<file path="config.mk">
export PLATFORM = sky130hd
export DESIGN_NAME = pipelined_addsub_flat
export DESIGN_NICKNAME = d
export VERILOG_FILES = /design/src/rtl/pipelined_addsub_if.sv /design/src/rtl/pipelined_addsub.sv /design/src/flat_wrapper.sv
export SDC_FILE = /design/constraint.sdc
export NUM_CORES = 1
export LEC_CHECK = 0
export ABC_AREA = 1
export CAP_MARGIN = 20
export CORE_ASPECT_RATIO = 0.8
export CORE_UTILIZATION = 37
export DETAILED_ROUTE_END_ITERATION = 12
export MAX_ROUTING_LAYER = met4
export PLACE_DENSITY = 0.63
export SKIP_LAST_GASP = 1
export SLEW_MARGIN = 20
export SYNTH_ARGS = -nofsm -noshare
export SYNTH_HDL_FRONTEND = slang
export SYNTH_SLANG_ARGS = --single-unit
</file>
<file path="constraint.sdc">
create_clock -name clock -period 2 [get_ports clock]
set_input_delay 0.3 -clock clock [delete_from_list [all_inputs] [get_ports clock]]
set_output_delay 0.3 -clock clock [all_outputs]
set_load 0.01 [all_outputs]
</file>
<file path="src/rtl/pipelined_addsub_if.sv">
// Handshake and operand/result bundle for pipelined_addsub.
// master drives operations and result acceptance; slave is the arithmetic unit.
interface pipelined_addsub_if #(
  parameter int WIDTH = 8
);
  logic             in_valid;
  logic             in_ready;
  logic [WIDTH-1:0] a;
  logic [WIDTH-1:0] b;
  logic             cin;
  logic             sub;
  logic             out_valid;
  logic             out_ready;
  logic [WIDTH-1:0] sum;
  logic             cout;
  logic             ovf;

  modport master (
    output in_valid, a, b, cin, sub, out_ready,
    input  in_ready, out_valid, sum, cout, ovf
  );

  modport slave (
    input  in_valid, a, b, cin, sub, out_ready,
    output in_ready, out_valid, sum, cout, ovf
  );
endinterface

</file>
<file path="src/rtl/pipelined_addsub.sv">
// Pipelined add/subtract with carry-in; the carry chain is cut into CHUNK-bit registered slices.
// Define PIPELINED_ADDSUB_OVF_EN to build the registered signed-overflow output (tied to 0 otherwise).
module pipelined_addsub #(
  parameter int WIDTH = 8,
  parameter int CHUNK = 4
) (
  input  logic              clock,
  input  logic              reset_n,
  pipelined_addsub_if.slave bus
);
  localparam int STAGES = (WIDTH + CHUNK - 1) / CHUNK;

  logic [STAGES-1:0] w_adv;
  logic [WIDTH-1:0]  w_bx;
  logic              w_c0;

  assign w_bx         = bus.b ^ {WIDTH{bus.sub}};
  assign w_c0         = bus.cin ^ bus.sub;
  assign bus.in_ready = w_adv[0];

  for (genvar s = 0; s < STAGES; s++) begin : g_st
    localparam int LO = s * CHUNK;
    localparam int HI = (LO + CHUNK > WIDTH) ? WIDTH - 1 : LO + CHUNK - 1;
    localparam int SW = HI - LO + 1;

    logic              r_vld;
    logic              r_c;
    logic [HI:0]       r_sum;
    logic              w_vin;
    logic              w_cin;
    logic              w_unl;
    logic [WIDTH-1:LO] w_ain;
    logic [WIDTH-1:LO] w_bin;
    logic [HI:0]       w_snxt;
    logic [SW:0]       w_slice;

    if (s == 0) begin : g_head
      assign w_vin  = bus.in_valid;
      assign w_cin  = w_c0;
      assign w_ain  = bus.a;
      assign w_bin  = w_bx;
      assign w_snxt = w_slice[SW-1:0];
    end else begin : g_body
      assign w_vin  = g_st[s-1].r_vld;
      assign w_cin  = g_st[s-1].r_c;
      assign w_ain  = g_st[s-1].g_keep.r_a;
      assign w_bin  = g_st[s-1].g_keep.r_b;
      assign w_snxt = {w_slice[SW-1:0], g_st[s-1].r_sum};
    end

    // Only this slice ripples; upper operand bits wait in g_keep for later stages.
    assign w_slice = {1'b0, w_ain[HI:LO]} + {1'b0, w_bin[HI:LO]} + {{SW{1'b0}}, w_cin};

    if (s == STAGES - 1) begin : g_tail
      assign w_unl = r_vld & bus.out_ready;
    end else begin : g_mid
      assign w_unl = r_vld & w_adv[s+1];
    end

    // An empty stage always refills, so bubbles collapse under a downstream stall.
    assign w_adv[s] = ~r_vld | w_unl;

    always_ff @(posedge clock or negedge reset_n) begin
      if (!reset_n) begin
        r_vld <= 1'b0;
        r_c   <= 1'b0;
        r_sum <= '0;
      end else if (w_adv[s]) begin
        r_vld <= w_vin;
        if (w_vin) begin
          r_c   <= w_slice[SW];
          r_sum <= w_snxt;
        end
      end
    end

    if (s < STAGES - 1) begin : g_keep
      logic [WIDTH-1:HI+1] r_a;
      logic [WIDTH-1:HI+1] r_b;

      always_ff @(posedge clock or negedge reset_n) begin
        if (!reset_n) begin
          r_a <= '0;
          r_b <= '0;
        end else if (w_adv[s] && w_vin) begin
          r_a <= w_ain[WIDTH-1:HI+1];
          r_b <= w_bin[WIDTH-1:HI+1];
        end
      end
    end
  end

  assign bus.out_valid = g_st[STAGES-1].r_vld;
  assign bus.sum       = g_st[STAGES-1].r_sum;
  assign bus.cout      = g_st[STAGES-1].r_c;

`ifdef PIPELINED_ADDSUB_OVF_EN
  logic r_ovf;
  logic w_ovf;

  // Operand signs are still present at the last stage's input, so only the flag itself is registered.
  assign w_ovf = (g_st[STAGES-1].w_ain[WIDTH-1] == g_st[STAGES-1].w_bin[WIDTH-1]) &
                 (g_st[STAGES-1].w_snxt[WIDTH-1] != g_st[STAGES-1].w_ain[WIDTH-1]);

  always_ff @(posedge clock or negedge reset_n) begin
    if (!reset_n) begin
      r_ovf <= 1'b0;
    end else if (w_adv[STAGES-1] && g_st[STAGES-1].w_vin) begin
      r_ovf <= w_ovf;
    end
  end

  assign bus.ovf = r_ovf;
`else
  assign bus.ovf = 1'b0;
`endif
endmodule

</file>
<file path="src/flat_wrapper.sv">
// flat-port wrapper written by rule: the top's interface ports become plain ports
module pipelined_addsub_flat 
#(
  parameter int WIDTH = 8,
  parameter int CHUNK = 4
)
  (clock, reset_n, bus_in_valid, bus_a, bus_b, bus_cin, bus_sub, bus_out_ready, bus_in_ready, bus_out_valid, bus_sum, bus_cout, bus_ovf);
  pipelined_addsub_if #(.WIDTH(WIDTH)) bus_i ();
  input  logic clock;
  input  logic reset_n;
  input wire logic [$bits(bus_i.in_valid)-1:0] bus_in_valid;
  input wire logic [$bits(bus_i.a)-1:0] bus_a;
  input wire logic [$bits(bus_i.b)-1:0] bus_b;
  input wire logic [$bits(bus_i.cin)-1:0] bus_cin;
  input wire logic [$bits(bus_i.sub)-1:0] bus_sub;
  input wire logic [$bits(bus_i.out_ready)-1:0] bus_out_ready;
  output wire logic [$bits(bus_i.in_ready)-1:0] bus_in_ready;
  output wire logic [$bits(bus_i.out_valid)-1:0] bus_out_valid;
  output wire logic [$bits(bus_i.sum)-1:0] bus_sum;
  output wire logic [$bits(bus_i.cout)-1:0] bus_cout;
  output wire logic [$bits(bus_i.ovf)-1:0] bus_ovf;
  assign bus_i.in_valid = bus_in_valid;
  assign bus_i.a = bus_a;
  assign bus_i.b = bus_b;
  assign bus_i.cin = bus_cin;
  assign bus_i.sub = bus_sub;
  assign bus_i.out_ready = bus_out_ready;
  assign bus_in_ready = bus_i.in_ready;
  assign bus_out_valid = bus_i.out_valid;
  assign bus_sum = bus_i.sum;
  assign bus_cout = bus_i.cout;
  assign bus_ovf = bus_i.ovf;
  pipelined_addsub #(.WIDTH(WIDTH), .CHUNK(CHUNK)) u_core (.clock(clock), .reset_n(reset_n), .bus(bus_i));
endmodule
</file>
==> impl_metrics.csv, run 1 <==
group,metric,value,unit
run_status,status,"complete, no violations",
critical_path,critical_path.reg2reg.endpoint,"u_core.bus.sum[5]$_DFFE_PN0P_",
critical_path,worstSetupPathType,"in2reg",
routing,detailroute.via_count,965,
grt,antenna_violations_before_repair,0,
grt,largest_net_degree_at_the_start_of_global_routing,25,
timing,setup_viol,0,
place,io_buffer_count,32,
clock_network,clock_tree.buffer_depth,2,
critical_path,worst_setup_path_start_kind,"input port",
routing,wl_per_cell,10.9,um
critical_path,critPathRequiredTime,2.15,ns
floorplanning,die_width,67.5,um
clock_network,clock_latency,0.26,ns
critical_path,critical_path_arrival,1.98,ns
synthesis,yosys.cell_types.count,19,
clock_network,worst_setup_hold_path_clk_slew,0.08,ns
power,cellPowerDensity,935,nW/um^2
grt,grt.total_usage,15.0,%
synthesis,synth_top_cells_by_area,"sky130_fd_sc_hd__dfrtp_1 47%, sky130_fd_sc_hd__nand2_1 14%, sky130_fd_sc_hd__fa_1 6.3%",
timing,finalHoldViolCount,0,
grt,vias_in_the_first_global_route,877,
clock_network,numClockSinks,24,
layout,multi_input_comb_area,597,sq um
timing,clock_skew,0.00199,ns
routing,remaining_drc_errors,0,
layout,syn_to_final_growth,33.2,%
timing,clock.fmax,0.547,GHz
layout,final_core_util,53.2,%
power,vdd_ir_drop_max,0.353,mV
grt,grt_first_pass_wirelength,3.85,mm
synthesis,ys_seq_elements,24,
floorplanning,top_level_ports,34,
floorplanning,initial_core_util,40.0,%
min_path,hp-class,"in2async",
layout,final.fill_count,296,
critical_path,worstSetupEndpointType,"register",
critical_path,crit_path_max_fanout,2,
job,maxCapViolCount,0,
floorplanning,placeableCoreArea,3180,sq um
synthesis,synth_top_area_cell,"sky130_fd_sc_hd__dfrtp_1",
clock_network,cts_tree,"yes",
timing,finalCriticalPeriod,1.83,ns
grt,grt_remaining_overflow,0,
synthesis,synth-seq-area-share,47.3,%
synthesis,synthesis.yosys.warnings,0,
floorplanning,die_area,3670,sq um
synthesis,synthCells,138,
critical_path,timing.rr.start,"u_core.g_st[0].g_keep.r_b[4]$_DFFE_PN0P_",
synthesis,netlist.area_leader.share,47.3,%
routing,drt_iter0_drc,19,
clock_network,post_cts_hold_buffer_count,0,
clock_network,cts_inserted_buffers,3,
routing,finalWirelength,2.33,mm
critical_path,r2r_setup_slack,0.46,ns
timing,unrepaired_setup_endpoints_after_global_routing,"false",
timing,setup_tns,0,ns
routing,avgViaCountPerCell,4.53,
timing,timing.final.crit_share,91.4,%
routing,first_pass_iters,4,
routing,final_antenna_net_count,0,
synthesis,syn_area_per_cell,9.19,sq um
place,hpwlAfterDp,1.85,mm
floorplanning,rows,18,
critical_path,worstRegToRegCells,4,
layout,layout.area.seq,601,sq um
synthesis,synthesis.nets,170,
synthesis,post_synth_instance_area,1270,sq um
timing,timing_max_transition_violations_final,0,
clock_network,clk_root_buf,"sky130_fd_sc_hd__clkbuf_8",
clock_network,htreeDepth,1,
layout,final_layout_size_suffix_gt1_share,8.09,%
layout,design.final.nets,207,
power,power.leakage,0.829,nW
layout,ant_cells,0,
floorplanning,die_h,54.4,um
place,finalWeightedCongestion,0.782,
layout make-up:
cell class / count / share of cell area (%)
Clock buffer: 3 / 2.44
Inverter: 13 / 2.89
Multi-Input combinational cell: 97 / 35.3
Sequential cell: 24 / 35.5
Tap cell: 40 / 2.96
Timing Repair Buffer: 36 / 20.9
synth_stat cells:
cell type                 count
sky130_fd_sc_hd__nand3_1      7
sky130_fd_sc_hd__nand2_1     47
sky130_fd_sc_hd__nand2_2      1
sky130_fd_sc_hd__o21ai_1      6
sky130_fd_sc_hd__xor2_1       4
sky130_fd_sc_hd__o21ai_0      8
sky130_fd_sc_hd__conb_1       1
sky130_fd_sc_hd__nand3_2      1
sky130_fd_sc_hd__inv_2        1
sky130_fd_sc_hd__nand2_4      1
sky130_fd_sc_hd__or2_2        1
sky130_fd_sc_hd__inv_1       12
sky130_fd_sc_hd__buf_4        3
sky130_fd_sc_hd__dfrtp_1     24
sky130_fd_sc_hd__ha_1         6
sky130_fd_sc_hd__fa_1         4
sky130_fd_sc_hd__a21oi_1      4
sky130_fd_sc_hd__buf_8        1
sky130_fd_sc_hd__xnor2_1      6
kinds of logic (layout without fill, tap and decap cells):
logic type / Yosys count / after routing / share of synthesized area, %
AOI/OAI and AO/OA: 18 / 18 / 7.10
other: 1 / 1 / 0.296
xor gates and xnor gates: 10 / 10 / 6.90
DFF: 24 / 24 / 47.3
adders and majority gates: 10 / 10 / 12.2
buffers and inverters: 17 / 52 / 6.80
and+or+nand+nor: 58 / 58 / 19.3
critical path, cell delays in order:
cell and delay [ns]:
sky130_fd_sc_hd__clkdlybuf4s50_1 0.51, sky130_fd_sc_hd__xnor2_2 0.13, sky130_fd_sc_hd__fa_1 0.18, sky130_fd_sc_hd__inv_1 0.06
sky130_fd_sc_hd__fa_1 0.38, sky130_fd_sc_hd__or2_2 0.28, sky130_fd_sc_hd__nand3_1 0.08, sky130_fd_sc_hd__o21ai_1 0.06
worst max path at each step:
stage                                     endpoint  slack [ns]    start
6_report       u_core.g_st[0].r_sum[2]$_DFFE_PN0P_        0.17  bus_cin
5_1_grt        u_core.g_st[0].r_sum[2]$_DFFE_PN0P_        0.07  bus_cin
2_1_floorplan  u_core.g_st[0].r_sum[2]$_DFFE_PN0P_        0.22  bus_sub
3_5_place_dp   u_core.g_st[0].r_sum[2]$_DFFE_PN0P_       -0.23  bus_sub
4_1_cts        u_core.g_st[0].r_sum[2]$_DFFE_PN0P_        0.05  bus_sub
3_3_place_gp   u_core.g_st[0].r_sum[2]$_DFFE_PN0P_       -0.18  bus_sub
metal layers:
| metal | part of all wire (%) | up-vias | wire (um) | track usage [%] |
|---|---|---|---|---|
| li1 | - | 501 | - | - |
| met1 | 49 | 419 | 1130 | 19.2 |
| met5 | 0 | - | 0 | - |
| met4 | 1.7 | 0 | 40 | 5.32 |
| met3 | 5.5 | 5 | 129 | 3.13 |
| met2 | 44 | 40 | 1030 | 23.8 |
cell usage in the layout (no fill, tap or decap):
master / netlist / final
sky130_fd_sc_hd__a21oi_1: 4 / 4
sky130_fd_sc_hd__xnor2_1: 6 / 4
sky130_fd_sc_hd__o21ai_1: 6 / 6
sky130_fd_sc_hd__ha_1: 6 / 6
sky130_fd_sc_hd__dfrtp_1: 24 / 24
sky130_fd_sc_hd__buf_4: 3 / 4
sky130_fd_sc_hd__dlymetal6s2s_1: 0 / 1
sky130_fd_sc_hd__nand2_1: 47 / 47
sky130_fd_sc_hd__fa_1: 4 / 4
sky130_fd_sc_hd__clkbuf_8: 0 / 3
sky130_fd_sc_hd__nand3_1: 7 / 7
sky130_fd_sc_hd__nand2_2: 1 / 1
sky130_fd_sc_hd__or2_2: 1 / 1
sky130_fd_sc_hd__nand3_2: 1 / 1
sky130_fd_sc_hd__inv_1: 12 / 12
sky130_fd_sc_hd__xnor2_2: 0 / 2
sky130_fd_sc_hd__clkdlybuf4s50_1: 0 / 31
sky130_fd_sc_hd__conb_1: 1 / 1
sky130_fd_sc_hd__xor2_1: 4 / 4
sky130_fd_sc_hd__nand2_4: 1 / 1
sky130_fd_sc_hd__inv_2: 1 / 1
sky130_fd_sc_hd__o21ai_0: 8 / 8
per-stage QoR:
step | cells | power [W] | hold slack, ns | instance area (sq um) | setup slack [ns]
6_report | 213 | 0.00158 | 0.394 | 1690 | 0.172
2_1_floorplan | 138 | 0.00102 | 0.00441 | 1270 | 0.221
3_5_place_dp | 210 | 0.00131 | 0.462 | 1630 | -0.232
4_1_cts | 213 | 0.00160 | 0.402 | 1670 | 0.0527
3_3_place_gp | 210 | 0.00129 | 0.459 | 1630 | -0.175
5_1_grt | 213 | 0.00171 | 0.428 | 1690 | 0.0713
sequential cells by signal, summed over array words and instances, names as in the netlist:
name and count:
u_core.bus.out_valid 1, u_core.bus.cout 1, u_core.bus.sum 8, u_core.g_st.g_keep.r_a 4
u_core.g_st.g_keep.r_b 4, u_core.g_st.r_c 1, u_core.g_st.r_vld 1, u_core.g_st.r_sum 4
power breakdown:
group | switching (W) | leakage [nW] | internal, W | total (W)
clock network | 0.000145 | 0.0216 | 0.000135 | 0.000280
logic | 0.000282 | 0.514 | 0.000319 | 0.000602
registers | 0.0000781 | 0.294 | 0.000620 | 0.000698
what timing repair did:
action	CTS	global route
buffers inserted	0	0
setup endpoints to repair	0	2
resized for setup	0	3
Note: power is estimated with default switching activity, not from simulation.
==> run 2: changes to the inputs <==
- CTS_CLUSTER_DIAMETER: default -> 30
==> results of run 2 <==
The final DEF is identical to that of run 1; final timing and power are the same.
